<file path="src/rtl/rtc_bus_pkg.sv">
// Shared types and constants for the RTC bus arbiter: FSM states, requester
// indices, default phase timing and the BCD helper used by RTC_BCD_CHECK_EN.
package rtc_bus_pkg;

  typedef enum logic [2:0] {
    ST_IDLE  = 3'd0,
    ST_A_STB = 3'd1,
    ST_A_GAP = 3'd2,
    ST_D_STB = 3'd3,
    ST_D_GAP = 3'd4,
    ST_DONE  = 3'd5
  } state_t;

  localparam int REQ_CFG = 0;
  localparam int REQ_REF = 1;

  localparam int unsigned T_PHASE_DEF = 10;
  localparam int unsigned T_GAP_DEF   = 4;

  function automatic logic is_bcd(input logic [7:0] v);
    return (v[7:4] <= 4'd9) && (v[3:0] <= 4'd9);
  endfunction

endpackage

</file>
<file path="src/rtl/rtc_rr_arb2.sv">
// Two-way round-robin grant: a lone request wins outright, a tie goes to the
// index opposite the last grant. last_grant starts at REQ_REF so config wins first.
module rtc_rr_arb2
  import rtc_bus_pkg::*;
(
  input  logic       clk,
  input  logic       reset,
  input  logic [1:0] req,
  input  logic       take,
  output logic       valid,
  output logic       idx
);

  logic last_grant;

  always_comb begin
    valid = |req;
    if (&req)
      idx = ~last_grant;
    else if (req[REQ_REF])
      idx = 1'(REQ_REF);
    else
      idx = 1'(REQ_CFG);
  end

  always_ff @(posedge clk or negedge reset) begin
    if (!reset)
      last_grant <= 1'(REQ_REF);
    else if (take)
      last_grant <= idx;
  end

endmodule

</file>
<file path="src/rtl/rtc_bus_arbiter.sv">
// Owns the multiplexed RTC bus: arbitrates two requesters and runs each grant as
// address phase + data phase. Optional BCD write-data rejection: RTC_BCD_CHECK_EN.
module rtc_bus_arbiter
  import rtc_bus_pkg::*;
#(
  parameter int unsigned T_PHASE = T_PHASE_DEF,
  parameter int unsigned T_GAP   = T_GAP_DEF
) (
  input  logic       clk,
  input  logic       reset,
  input  logic [1:0] req,
  input  logic [1:0] we,
  input  logic [7:0] addr0,
  input  logic [7:0] addr1,
  input  logic [7:0] wdata0,
  input  logic [7:0] wdata1,
  output logic [1:0] ack,
  output logic [1:0] err,
  output logic [7:0] rdata,
  output logic       busy,
  output logic [7:0] bus_out,
  output logic       bus_oe,
  input  logic [7:0] bus_in,
  output logic       cs_n,
  output logic       ad_n,
  output logic       wr_n,
  output logic       rd_n,
  output logic [2:0] dbg_state
);

  localparam logic [7:0] PH_LD  = 8'(T_PHASE - 1);
  localparam logic [7:0] GAP_LD = 8'(T_GAP - 1);

  state_t     state, state_d;
  logic [7:0] cnt, cnt_d;
  logic       gnt_valid, gnt_idx, take;
  logic [7:0] gnt_addr, gnt_wdata;
  logic       idx_l, we_l;
  logic [7:0] addr_l, wdata_l;
  logic       nxt_idx, nxt_we;
  logic [7:0] nxt_addr, nxt_wdata;
  logic       o_cs_n, o_ad_n, o_wr_n, o_rd_n, o_oe;
  logic [7:0] o_out;
  logic [1:0] ack_d;
`ifdef RTC_BCD_CHECK_EN
  logic [1:0] err_d;
`endif

  rtc_rr_arb2 u_arb (
    .clk   (clk),
    .reset (reset),
    .req   (req),
    .take  (take),
    .valid (gnt_valid),
    .idx   (gnt_idx)
  );

  assign gnt_addr  = gnt_idx ? addr1  : addr0;
  assign gnt_wdata = gnt_idx ? wdata1 : wdata0;

  // Outputs are registered from the next state, so the grant cycle must see
  // the incoming request's fields before they are latched.
  assign nxt_idx   = take ? gnt_idx     : idx_l;
  assign nxt_we    = take ? we[gnt_idx] : we_l;
  assign nxt_addr  = take ? gnt_addr    : addr_l;
  assign nxt_wdata = take ? gnt_wdata   : wdata_l;

  assign busy      = (state != ST_IDLE);
  assign dbg_state = state;

  always_comb begin
    state_d = state;
    cnt_d   = cnt;
    take    = 1'b0;
`ifdef RTC_BCD_CHECK_EN
    err_d   = 2'b00;
`endif
    case (state)
      ST_IDLE: begin
        if (gnt_valid) begin
          take = 1'b1;
`ifdef RTC_BCD_CHECK_EN
          if (we[gnt_idx] && !is_bcd(gnt_wdata)) begin
            err_d[gnt_idx] = 1'b1;
          end else begin
            state_d = ST_A_STB;
            cnt_d   = PH_LD;
          end
`else
          state_d = ST_A_STB;
          cnt_d   = PH_LD;
`endif
        end
      end
      ST_A_STB: begin
        if (cnt == 8'd0) begin
          state_d = ST_A_GAP;
          cnt_d   = GAP_LD;
        end else cnt_d = cnt - 8'd1;
      end
      ST_A_GAP: begin
        if (cnt == 8'd0) begin
          state_d = ST_D_STB;
          cnt_d   = PH_LD;
        end else cnt_d = cnt - 8'd1;
      end
      ST_D_STB: begin
        if (cnt == 8'd0) begin
          state_d = ST_D_GAP;
          cnt_d   = GAP_LD;
        end else cnt_d = cnt - 8'd1;
      end
      ST_D_GAP: begin
        if (cnt == 8'd0) begin
          state_d = ST_DONE;
          cnt_d   = 8'd0;
        end else cnt_d = cnt - 8'd1;
      end
      ST_DONE: state_d = ST_IDLE;
      default: state_d = ST_IDLE;
    endcase
  end

  // Pad/strobe values for the cycle the FSM is about to enter.
  always_comb begin
    o_cs_n = 1'b1;
    o_ad_n = 1'b1;
    o_wr_n = 1'b1;
    o_rd_n = 1'b1;
    o_oe   = 1'b0;
    o_out  = bus_out;
    ack_d  = 2'b00;
    case (state_d)
      ST_A_STB: begin
        o_cs_n = 1'b0;
        o_ad_n = 1'b0;
        o_wr_n = 1'b0;
        o_oe   = 1'b1;
        o_out  = nxt_addr;
      end
      ST_A_GAP: o_oe = (cnt_d == GAP_LD);
      ST_D_STB: begin
        o_cs_n = 1'b0;
        if (nxt_we) begin
          o_wr_n = 1'b0;
          o_oe   = 1'b1;
          o_out  = nxt_wdata;
        end else o_rd_n = 1'b0;
      end
      ST_D_GAP: o_oe = nxt_we && (cnt_d == GAP_LD);
      ST_DONE:  ack_d[nxt_idx] = 1'b1;
      default:  ;
    endcase
  end

  always_ff @(posedge clk or negedge reset) begin
    if (!reset) begin
      state   <= ST_IDLE;
      cnt     <= 8'd0;
      idx_l   <= 1'b0;
      we_l    <= 1'b0;
      addr_l  <= 8'd0;
      wdata_l <= 8'd0;
      cs_n    <= 1'b1;
      ad_n    <= 1'b1;
      wr_n    <= 1'b1;
      rd_n    <= 1'b1;
      bus_oe  <= 1'b0;
      bus_out <= 8'd0;
      ack     <= 2'b00;
      rdata   <= 8'd0;
    end else begin
      state   <= state_d;
      cnt     <= cnt_d;
      if (take) begin
        idx_l   <= gnt_idx;
        we_l    <= we[gnt_idx];
        addr_l  <= gnt_addr;
        wdata_l <= gnt_wdata;
      end
      cs_n    <= o_cs_n;
      ad_n    <= o_ad_n;
      wr_n    <= o_wr_n;
      rd_n    <= o_rd_n;
      bus_oe  <= o_oe;
      bus_out <= o_out;
      ack     <= ack_d;
      if (state == ST_D_STB && cnt == 8'd0 && !we_l)
        rdata <= bus_in;
    end
  end

`ifdef RTC_BCD_CHECK_EN
  always_ff @(posedge clk or negedge reset) begin
    if (!reset) err <= 2'b00;
    else        err <= err_d;
  end
`else
  assign err = 2'b00;
`endif

endmodule

</file>
<file path="config.mk">
export PLATFORM = sky130hd
export DESIGN_NAME = rtc_bus_arbiter
export DESIGN_NICKNAME = d
export VERILOG_FILES = /design/src/rtl/rtc_bus_pkg.sv /design/src/rtl/rtc_rr_arb2.sv /design/src/rtl/rtc_bus_arbiter.sv
export SDC_FILE = /design/constraint.sdc
export NUM_CORES = 1
export LEC_CHECK = 0
export CAP_MARGIN = 20
export CORE_MARGIN = 4
export CORE_UTILIZATION = 58
export CTS_CLUSTER_DIAMETER = 80
export DETAILED_ROUTE_END_ITERATION = 8
export DONT_BUFFER_PORTS = 1
export GPL_TIMING_DRIVEN = 1
export HOLD_SLACK_MARGIN = 0.02
export PLACE_DENSITY = 0.85
export SYNTH_ARGS = -nofsm -noshare
export SYNTH_HDL_FRONTEND = slang
export SYNTH_HIERARCHICAL = 1
export SYNTH_SLANG_ARGS = --single-unit
</file>
<file path="constraint.sdc">
create_clock -name clk -period 2.5 [get_ports clk]
set_input_delay 0.5 -clock clk [delete_from_list [all_inputs] [get_ports clk]]
set_output_delay 0.5 -clock clk [all_outputs]
set_load 0.1 [all_outputs]
</file>
# == Word-level counts from Yosys, hierarchy flattened ==
# Cells that the tools add are included.
# W data, S select, Z words.
# totals
regBits,53
word_cells,80
# classes
n_mux,35
order_cmp,3
addsub,1
n_reduce_logical,14
n_eq_ne,11
bitwise_logic,1
# ops
operator,count
$mux W8,9
$pmux W8 S4,1
$pmux W8 S2,1
$mux W3,5
$pmux W3 S5,1
$mux W1,14
$eq A3 B2 Y1 const B,4
$eq A3 B3 Y1 const B,3
$eq A8 B2 Y1 const B,1
$logic_not A8 Y1,1
$sub A8 B1 Y8 const B,1
$eq A3 B1 Y1 const B,2
$reduce_or A2 Y1,3
$logic_and A1 B1 Y1,4
$lt A1 B2 Y1 const B,2
$pmux W1 S4,1
$reduce_and A2 Y1,2
$logic_not A3 Y1,1
$reduce_bool A3 Y1,1
$mux W2,1
$ne A2 B2 Y1 const B,1
$pmux W1 S2,1
$reduce_bool A2 Y1,1
$demux W1 S1,1
3 further kinds,3

# == Depth between registers and ports, before layout ==
# Gate-level depths: netlist (run 1).
# depth
word_depth,9
depth_mapped,9
mapped_depth_nobuf,8

# == Modules after synthesis ==
# The synthesis (run 1) kept the hierarchy.
# by_module_without_submodules
module,cells_each,instances,area_each_um2,seq_area_each_um2
rtc_bus_arbiter,264,1,2675.1,1306.3
rtc_rr_arb2,4,1,58.8,26.3

# == Worst setup path after synthesis (run 1) ==
# Ideal clock, no wire load.
# synth_timing
path_kind,register -> register
from,"reg state[2], in the netlist dbg_state[2]"
to,reg bus_oe
path_stages_with_launch,9
path_buffers,2
slack_ps,-295
period_less_slack_ps,2795
arrival_time_ps,2699
setup_ps,95
required_ps,2405
path_cell_list,dfrtp_1 clkbuf_1 or3_1 buf_2 nand2_1 o31ai_1 nor4b_2 nand4b_1 o31ai_1
# synth_via
elab_chain_len,6
elab_cells_between_ends,23
classes_between,9 x eq/ne; 11 x mux; 3 x reduce/logical
# synth_rtl
item,line,text
"start, declared",rtc_bus_arbiter.sv:34,"state_t state, state_d;"
"start signal, assigned",rtc_bus_arbiter.sv:173,state <= state_d;
$eq A3 B2 Y1 or $eq A3 B1 Y1 (tied branches),rtc_bus_arbiter.sv:78,case (state)
$reduce_or A2 Y1 (no line),-,
$pmux W8 S4 (*),rtc_bus_arbiter.sv:78,
net cnt_d[1],rtc_bus_arbiter.sv:35,"logic [7:0] cnt, cnt_d;"
$eq A8 B2 Y1 (*),"rtc_bus_arbiter.sv:141, rtc_bus_arbiter.sv:150",
$logic_and A1 B1 Y1,rtc_bus_arbiter.sv:150,ST_D_GAP: o_oe = nxt_we && (cnt_d == GAP_LD);
$pmux W1 S4 (*),rtc_bus_arbiter.sv:133,case (state_d)
net o_oe,rtc_bus_arbiter.sv:42,"logic o_cs_n, o_ad_n, o_wr_n, o_rd_n, o_oe;"
"end signal, assigned",rtc_bus_arbiter.sv:185,bus_oe <= o_oe;
"end, declared",rtc_bus_arbiter.sv:22,"output logic bus_oe,"
# The timed path passes the listed nets; every way through them passes the cells marked *.
# A chain may end at the register's enable or synchronous reset.

# == Final worst setup path (run 1) ==
# layout_timing
from,reg cnt[5]
to,reg rdata[0]
# layout_via
elab_chain_len,3
# layout_rtl
item,line,text
"start, declared",rtc_bus_arbiter.sv:35,
"start signal, assigned",rtc_bus_arbiter.sv:174,cnt <= cnt_d;
$logic_not A8 Y1,rtc_bus_arbiter.sv:188,if (state == ST_D_STB && cnt == 8'd0 && !we_l)
$logic_and A1 B1 Y1 (2 in a row),rtc_bus_arbiter.sv:188,
"end signal, assigned",rtc_bus_arbiter.sv:189,rdata <= bus_in;
"end, declared",rtc_bus_arbiter.sv:19,"output logic [7:0] rdata,"
# No other way between the ends.

==> flow_summary.ini, run 1 <==
[setup_path]
worst_ep_arrival_time_ps = 2540
criticalPathCategory = reg -> reg
end_kind = flop
cp_slowest_stage_delay_ps = 670
startpoint_type = flop
cp_cell_sequence = or4_1 -> nor2_8 -> nand2_2 -> nor3_4 -> buf_12 -> mux2_2
required_ps = 2690
critPathBufInv = 1
path_delay_family = simple AND/OR/NAND/NOR gates
cp_max_fo = 9
slowest_stage = or4_1

[sta]
finClkSkew_ps = 5.32
post-route-min-period_ps = 2350
fin_setup_tns_ps = 0
fin_crit_sh = 0.941
layout_setup_ws_ps = 147
setup_viol = 0
rsz0062_at_grt = false
fmax_mhz = 425
max_slew_margin = 0.386
tightest_slew_ps = 921
hold_viol_final = 0
finalMaxSlewViolations = 0

[floorplan]
dieArea_sq_um = 5880
dieHeight_um = 76.7
core_area_sq_um = 4440
start_util = 0.615
pin_count = 75
fp-row-count = 24
die_w_um = 76.7

[yosys]
synth.area.top_cells = dfrtp_1 44%, mux2i_1 12%, dfstp_2 4.8%
yosysWarnings = 6
synth-async-reset-ratio = 1.00
yosysMostFrequentCell = dfrtp_1
yosys-top-cells-count = 48 x dfrtp_1, 33 x mux2i_1, 24 x nor2_1, 21 x a21oi_1, 17 x inv_1
synth_area_per_cell_sq_um = 10.2
synth_top_cell_by_area = dfrtp_1
synth-edff-count = 0
synthCells = 268
synth_seq_cells = 53
synthDistinctLibCells = 52
ys_seq_area_frac = 0.487
syn_area_sq_um = 2730
yosysTopAreaCellShare = 0.439
ys.flop_type = dfrtp_1

[grt]
overflow = 0
grt_max_degree = 49
antenna_found_initial = 0
grt_usage = 0.219
grt_pass1_wl_mm = 10.4
first_global_vias = 2113

[final_layout]
drive_above_1_share = 0.197
fin_area_sq_um = 3090
finalNonFillerCells = 336
layout-area-overhead-vs-synth_pct = 12.9
antennaDiodeCount = 0
final_nets = 331

[placed_design]
hpwl_mm = 4.39
dp.cells = 324
dp_slack_ps = 27.1
gp_congestion = 0.896
io_buffers = 0
dpl_cell_area_sq_um = 2900

[drt]
routed_wl_mm = 6.21
firstDrtPassIters = 4
drc = 0
vias = 2048
antenna_left = 0
avgViaCountPerCell = 6.10
route.detailed.wl_per_inst_um = 18.5
drt-initial-drc-count = 221

[clock_tree]
clock_latency_ps = 300
clock-sinks = 53
cts_htree_levels = 2
path_clk_slew_ps = 90
cts_buffer_depth = 2
cts_tree = yes
root_buffer = clkbuf_8
numCtsBuffers = 5

[worst_hold_path]
min_path_type = in -> async

[flow_run]
cap_violations = 0

[status]
status = completed
sequential cells by signal, summed over array words and instances, names as in the netlist:
signal and cells:
we_l 1, u_arb/last_grant 1, cnt 8, bus_oe 1, wdata_l 8, ad_n 1, wr_n 1, ack 2
rdata 8, rd_n 1, dbg_state 3, cs_n 1, idx_l 1, addr_l 8, bus_out 8
final cells by class:
type / count / area (sq um)
multi-input combinational: 181 / 1270
clock inverter: 1 / 30.0
fill: 329 / 1360
inverter: 17 / 63.8
sequential: 53 / 1340
clock buffer: 7 / 86.3
timing repair buffer: 25 / 238
tap: 52 / 65.1
metrics by stage:
step	hold slack [ps]	util
2_1_floorplan	204	-
3_3_place_gp	206	0.652
3_5_place_dp	206	0.652
4_1_cts	22.6	0.687
5_1_grt	41.4	0.694
6_report	28.8	0.694
cells in the final DEF, fill, tap and decap left out, drive strengths merged, types with 2 or more instances in the layout:
cell type / n
dfstp: 5
ha: 2
or3: 5
buf: 23
inv: 17
dlygate4sd3: 2
a21oi: 21
nand2: 13
conb: 2
nor3: 10
o31ai: 3
nor4b: 2
mux2i: 33
dfrtp: 48
o21ai: 18
xnor2: 3
nor4: 2
a21boi: 2
clkbuf: 7
nand2b: 2
mux2: 9
o211ai: 3
nor2: 25
or2: 4
a31oi: 3
nand3: 2
kinds of logic after synthesis:
family | share of synthesized area
adders and majority gates | 0.00915
and+or+nand+nor | 0.149
buffers and inverters | 0.0549
xor gates and xnor gates | 0.0128
AOI/OAI and AO/OA | 0.126
DFF | 0.487
muxes | 0.159
other | 0.00137
worst paths after layout:
| path | from | endpoint | slack (ps) | depth (start not counted) |
|---|---|---|---|---|
| worst max register to register | cnt[5] | rdata[0] | 150 | 6 |
| min in group clk | bus_in[1] | rdata[1] | 340 | 1 |
| max in group asynchronous | reset | u_arb/last_grant | 1790 | 1 |
| worst min-delay path | reset | cnt[7] | 30 | 1 |
| worst max-delay path | cnt[5] | rdata[0] | 150 | 6 |
| worst min register to register | idx_l | ack[0] | 460 | 1 |
what timing repair did:
action                                 4_1_cts  5_1_grt
setup buffers                                0        1
hold buffers                                 2        1
resized for setup                            0        2
endpoints found under the hold margin       48        3
setup endpoints to repair                    0       16
layer usage:
| layer | share of wire | wire length (um) | GRT usage |
|---|---|---|---|
| met1 | 0.39 | 2410 | 0.268 |
| met2 | 0.52 | 3210 | 0.376 |
| met3 | 0.066 | 411 | 0.0468 |
| met4 | 0.029 | 178 | 0.0906 |
| met5 | 0 | 0 | 0 |
Power of run 1 is not shown: default switching activity piles up to over one toggle a cycle in this logic, so the estimate is an artifact.
==> run 2, diff against run 1 <==
--- a/config.mk
+++ b/config.mk
@@ -13,6 +13,7 @@
 export DONT_BUFFER_PORTS = 1
 export GPL_TIMING_DRIVEN = 1
 export HOLD_SLACK_MARGIN = 0.02
+export MAX_ROUTING_LAYER = met4
 export PLACE_DENSITY = 0.85
 export SYNTH_ARGS = -nofsm -noshare
 export SYNTH_HDL_FRONTEND = slang
==> flow_summary.ini, run 2 (same netlist as run 1, synthesis figures left out) <==
[status]
status = completed

[sta]
fin_setup_tns_ps = 0
finClkSkew_ps = 8.39
post-route-min-period_ps = 2340
finalMaxSlewViolations = 0
fin_crit_sh = 0.934
max_slew_margin = 0.394
rsz0062_at_grt = false
hold_viol_final = 0
fmax_mhz = 428
setup_viol = 0
tightest_slew_ps = 909

[grt]
grt_usage = 0.218
grt_pass1_wl_mm = 9.92
global_route.usage.met1 = 0.276
grt_max_degree = 52
use_met2 = 0.354
overflow = 0
grt-busiest-layer = met2
antenna_found_initial = 0
first_global_vias = 1995
grtUsageMet3 = 0.0422

[clock_tree]
cts_tree = yes
root_buffer = clkbuf_8
cts_buffer_depth = 2
cts_htree_levels = 2
clock_latency_ps = 310
path_clk_slew_ps = 90
clock-sinks = 53
numCtsBuffers = 5

[drt]
routed_wl_mm = 5.97
route.detailed.wl_per_inst_um = 17.8
firstDrtPassIters = 4
antenna_left = 0
avgViaCountPerCell = 6.10
vias = 2044
drc = 0
drt-initial-drc-count = 356

[setup_path]
critPathBufInv = 1
path_delay_family = simple AND/OR/NAND/NOR gates
slowest_stage = or4_1
end_kind = flop
startpoint_type = flop
cp_cell_sequence = or4_1 -> nor2_8 -> nand2_2 -> nor3_4 -> buf_12 -> mux2_2
cp_slowest_stage_delay_ps = 670
worst_ep_arrival_time_ps = 2530
cp_max_fo = 9
criticalPathCategory = reg -> reg
required_ps = 2690

[floorplan]
fp-row-count = 24
core_area_sq_um = 4440
dieArea_sq_um = 5880
start_util = 0.615
die_w_um = 76.7
pin_count = 75
dieHeight_um = 76.7

[final_layout]
drive_above_1_share = 0.201
layout-area-overhead-vs-synth_pct = 13.1
antennaDiodeCount = 0
final_nets = 330
layout_commonest_cell = dfrtp_1
fillCellCount = 329
final_cell_mix = 45 x dfrtp_1, 33 x mux2i_1, 24 x nor2_1, 21 x a21oi_1, 20 x buf_4

[placed_design]
hpwl_mm = 4.15
gp_congestion = 0.913
io_buffers = 0

[flow_run]
cap_violations = 0

[worst_hold_path]
min_path_type = in -> async
run 2: what timing repair did:
item | CTS | global route
endpoints found under the hold margin | 51 | 0
pin swaps | 1 | 0
hold buffers | 2 | 0
setup buffers | 1 | 0
endpoints found under the setup margin | 1 | 16
gates resized for setup | 0 | 2
run 2: stage by stage:
stage          hold slack, ps  utilization  setup WS (ps)  area [sq um]  std cells
2_1_floorplan             204            -            153          2740        269
3_3_place_gp              206        0.652            133          2900        324
3_5_place_dp              206        0.652           19.0          2900        324
4_1_cts                  35.5        0.695           67.9          3090        335
5_1_grt                  36.6        0.696           47.5          3090        335
6_report                 27.3        0.696            164          3090        335
run 2: layer usage:
metal | share of wire | up-vias
li1 | - | 954
met1 | 0.39 | 982
met2 | 0.51 | 97
met3 | 0.082 | 11
met4 | 0.018 | 0
met5 | 0 | -
run 2: final timing paths:
kind / start / endpoint / slack (ps) / cells past startpoint
worst max-delay path: cnt[5] / rdata[4] / 160 / 6
worst min-delay path: reset / dbg_state[2] / 30 / 1
worst max register to register: cnt[5] / rdata[4] / 160 / 6
worst min register to register: idx_l / ack[0] / 460 / 1
max in group asynchronous: reset / rd_n / 1810 / 1
min in group clk: bus_in[1] / rdata[1] / 340 / 1
run 2: final cells by class:
class                   instances  area [sq um]  share of cell area
repair buffers                 24           228              0.0736
flip-flops and latches         53          1340               0.432
clock buffers                   5          68.8              0.0222
inverters                      17          63.8              0.0206
multi-input cells             181          1270               0.409
well taps                      52          65.1              0.0210
clock inverters                 3          65.1              0.0210
Power of run 2 is left out for the same reason.
==> run 3, diff against run 2 <==
--- a/config.mk
+++ b/config.mk
@@ -5,6 +5,7 @@
 export SDC_FILE = /design/constraint.sdc
 export NUM_CORES = 1
 export LEC_CHECK = 0
+export ABC_AREA = 1
 export CAP_MARGIN = 20
 export CORE_MARGIN = 4
 export CORE_UTILIZATION = 58
==> flow_summary.ini, run 3 <==
[drt]
route.detailed.wl_per_inst_um = 14.2
avgViaCountPerCell = 5.24
firstDrtPassIters = 4
antenna_left = 0
drt-initial-drc-count = 174
drc = 0
routed_wl_mm = 6.39
vias = 2359

[placed_design]
dp_slack_ps = 299
io_buffers = 0
gp_congestion = 0.899
dp.cells = 439
hpwl_mm = 4.71

[sta]
layout_setup_ws_ps = 342
fmax_mhz = 463
tightest_slew_ps = 912
finalMaxSlewViolations = 0
fin_crit_sh = 0.863
hold_viol_final = 0
max_slew_margin = 0.392
rsz0062_at_grt = false
fin_setup_tns_ps = 0
setup_viol = 0
post-route-min-period_ps = 2160
finClkSkew_ps = 5.33

[status]
status = completed

[final_layout]
finalNonFillerCells = 450
layout_commonest_cell = nand2_1
final_cell_mix = 124 x nand2_1, 45 x nor2_1, 45 x dfrtp_1, 34 x inv_1, 25 x buf_4
antennaDiodeCount = 0
layout-area-overhead-vs-synth_pct = 12.5
fillCellCount = 365
final_nets = 430
drive_above_1_share = 0.201

[yosys]
synthXorXnorAreaFrac = 0
synth-edff-count = 0
ys_seq_area_frac = 0.472
ys.flop_type = dfrtp_1
synth_area_per_cell_sq_um = 7.91
yosys.area_share.adder = 0.00886
synth-async-reset-ratio = 1.00
syn_area_sq_um = 2820
synthCells = 357
synth.area.top_cells = dfrtp_1 43%, nand2_1 16%, nor2_1 6.0%
synth_simple_gate_area_frac = 0.329
synthDistinctLibCells = 33
synth_top_cell_by_area = dfrtp_1
synth.area.mux_share = 0
yosysTopAreaCellShare = 0.425
yosys-top-cells-count = 124 x nand2_1, 48 x dfrtp_1, 45 x nor2_1, 34 x inv_1, 17 x o31ai_1
yosysMostFrequentCell = nand2_1
yosysWarnings = 6
synth_compound_area_frac = 0.104
synth_seq_cells = 53
synth_top_family_by_area = simple AND/OR/NAND/NOR gates

[clock_tree]
postCtsSetupBuffers = 0
cts_htree_levels = 2
cts_buffer_depth = 2
clock-sinks = 53
numCtsBuffers = 5
clock_latency_ps = 310
root_buffer = clkbuf_8
holdBufCountCts = 2
path_clk_slew_ps = 90
post_cts_resized = 0
cts_tree = yes

[setup_path]
cp_max_fo = 8
cpMostUsedCell = nand2_1
cp_cell_sequence = inv_1 -> ha_1 -> nand2_2 -> nor2_8 -> nand2_4 -> nand2_1 -> inv_2 -> nor2_4 -> inv_1 -> nor2_2 -> nand2_1 -> nand2_1 -> nand2_1 -> nand2_1
end_kind = flop
required_ps = 2760
slowest_stage = dfrtp_1
path_delay_family = simple AND/OR/NAND/NOR gates
startpoint_type = flop
worst_ep_arrival_time_ps = 2420
criticalPathCategory = reg -> reg
cp_slowest_stage_delay_ps = 410
critPathBufInv = 3

[flow_run]
cap_violations = 0

[floorplan]
core_area_sq_um = 4720
dieHeight_um = 77.8
pin_count = 75
fp-row-count = 25
dieArea_sq_um = 6050
die_w_um = 77.8
start_util = 0.598

[grt]
grt_usage = 0.231
overflow = 0
grt_pass1_wl_mm = 10.8
grt_max_degree = 49
antenna_found_initial = 0
first_global_vias = 2356

[worst_hold_path]
min_path_type = in -> async
[run 3: cell types whose count changed in the layout (fill, tap and decap cells not counted), moves of 10 or more]
cell	change
o21ai_2	+10
nand3_1	+13
a21oi_1	-17
nand2_1	+112
mux2i_1	-33
inv_1	+17
nor2_1	+21
o31ai_1	+14
o21ai_0	-11
[run 3: kinds of logic (layout without fill, tap and decap cells)]
family / Yosys count / count (layout)
adders and majority gates: 2 / 2
AOI/OAI and AO/OA: 41 / 41
other: 1 / 2
and+or+nand+nor: 209 / 209
buffers and inverters: 51 / 76
DFF: 53 / 53
[run 3: cell type report]
type | instances | area (sq um) | share of cell area
clock buffers | 7 | 86.3 | 0.0272
repair buffers | 28 | 235 | 0.0740
clock inverters | 1 | 30.0 | 0.00945
multi-input cells | 254 | 1250 | 0.394
flip-flops and latches | 53 | 1340 | 0.420
well taps | 67 | 83.8 | 0.0264
inverters | 40 | 153 | 0.0480
[run 3: per-layer routing]
layer  share of wire  GRT usage  up-vias  routed length (um)
met1            0.42      0.293     1080                2680
met2            0.48      0.359       98                3050
met5               0          -        -                   0
li1                -          -     1159                   -
met3           0.069     0.0418       22                 439
met4           0.035      0.110        0                 222
[run 3: final timing paths]
kind	startpoint	endpoint	slack, ps	depth (start not counted)
setup / recovery	cnt[0]	bus_out[1]	340	14
hold / removal	reset	cnt[5]	10	1
setup reg to reg	cnt[0]	bus_out[1]	340	14
hold reg to reg	u_arb/last_grant	u_arb/last_grant	470	2
max in group asynchronous	reset	rd_n	1790	1
min in group clk	req[1]	u_arb/last_grant	300	2
[run 3: stage by stage]
step                hold slack (ps)  utilization  instance area [sq um]
finish                         12.3        0.673                   3180
CTS                            22.2        0.671                   3170
global placement                206        0.638                   3010
floorplan                       204            -                   2830
detailed placement              206        0.638                   3010
global route                   31.1        0.673                   3180
Power of run 3 is left out for the same reason.
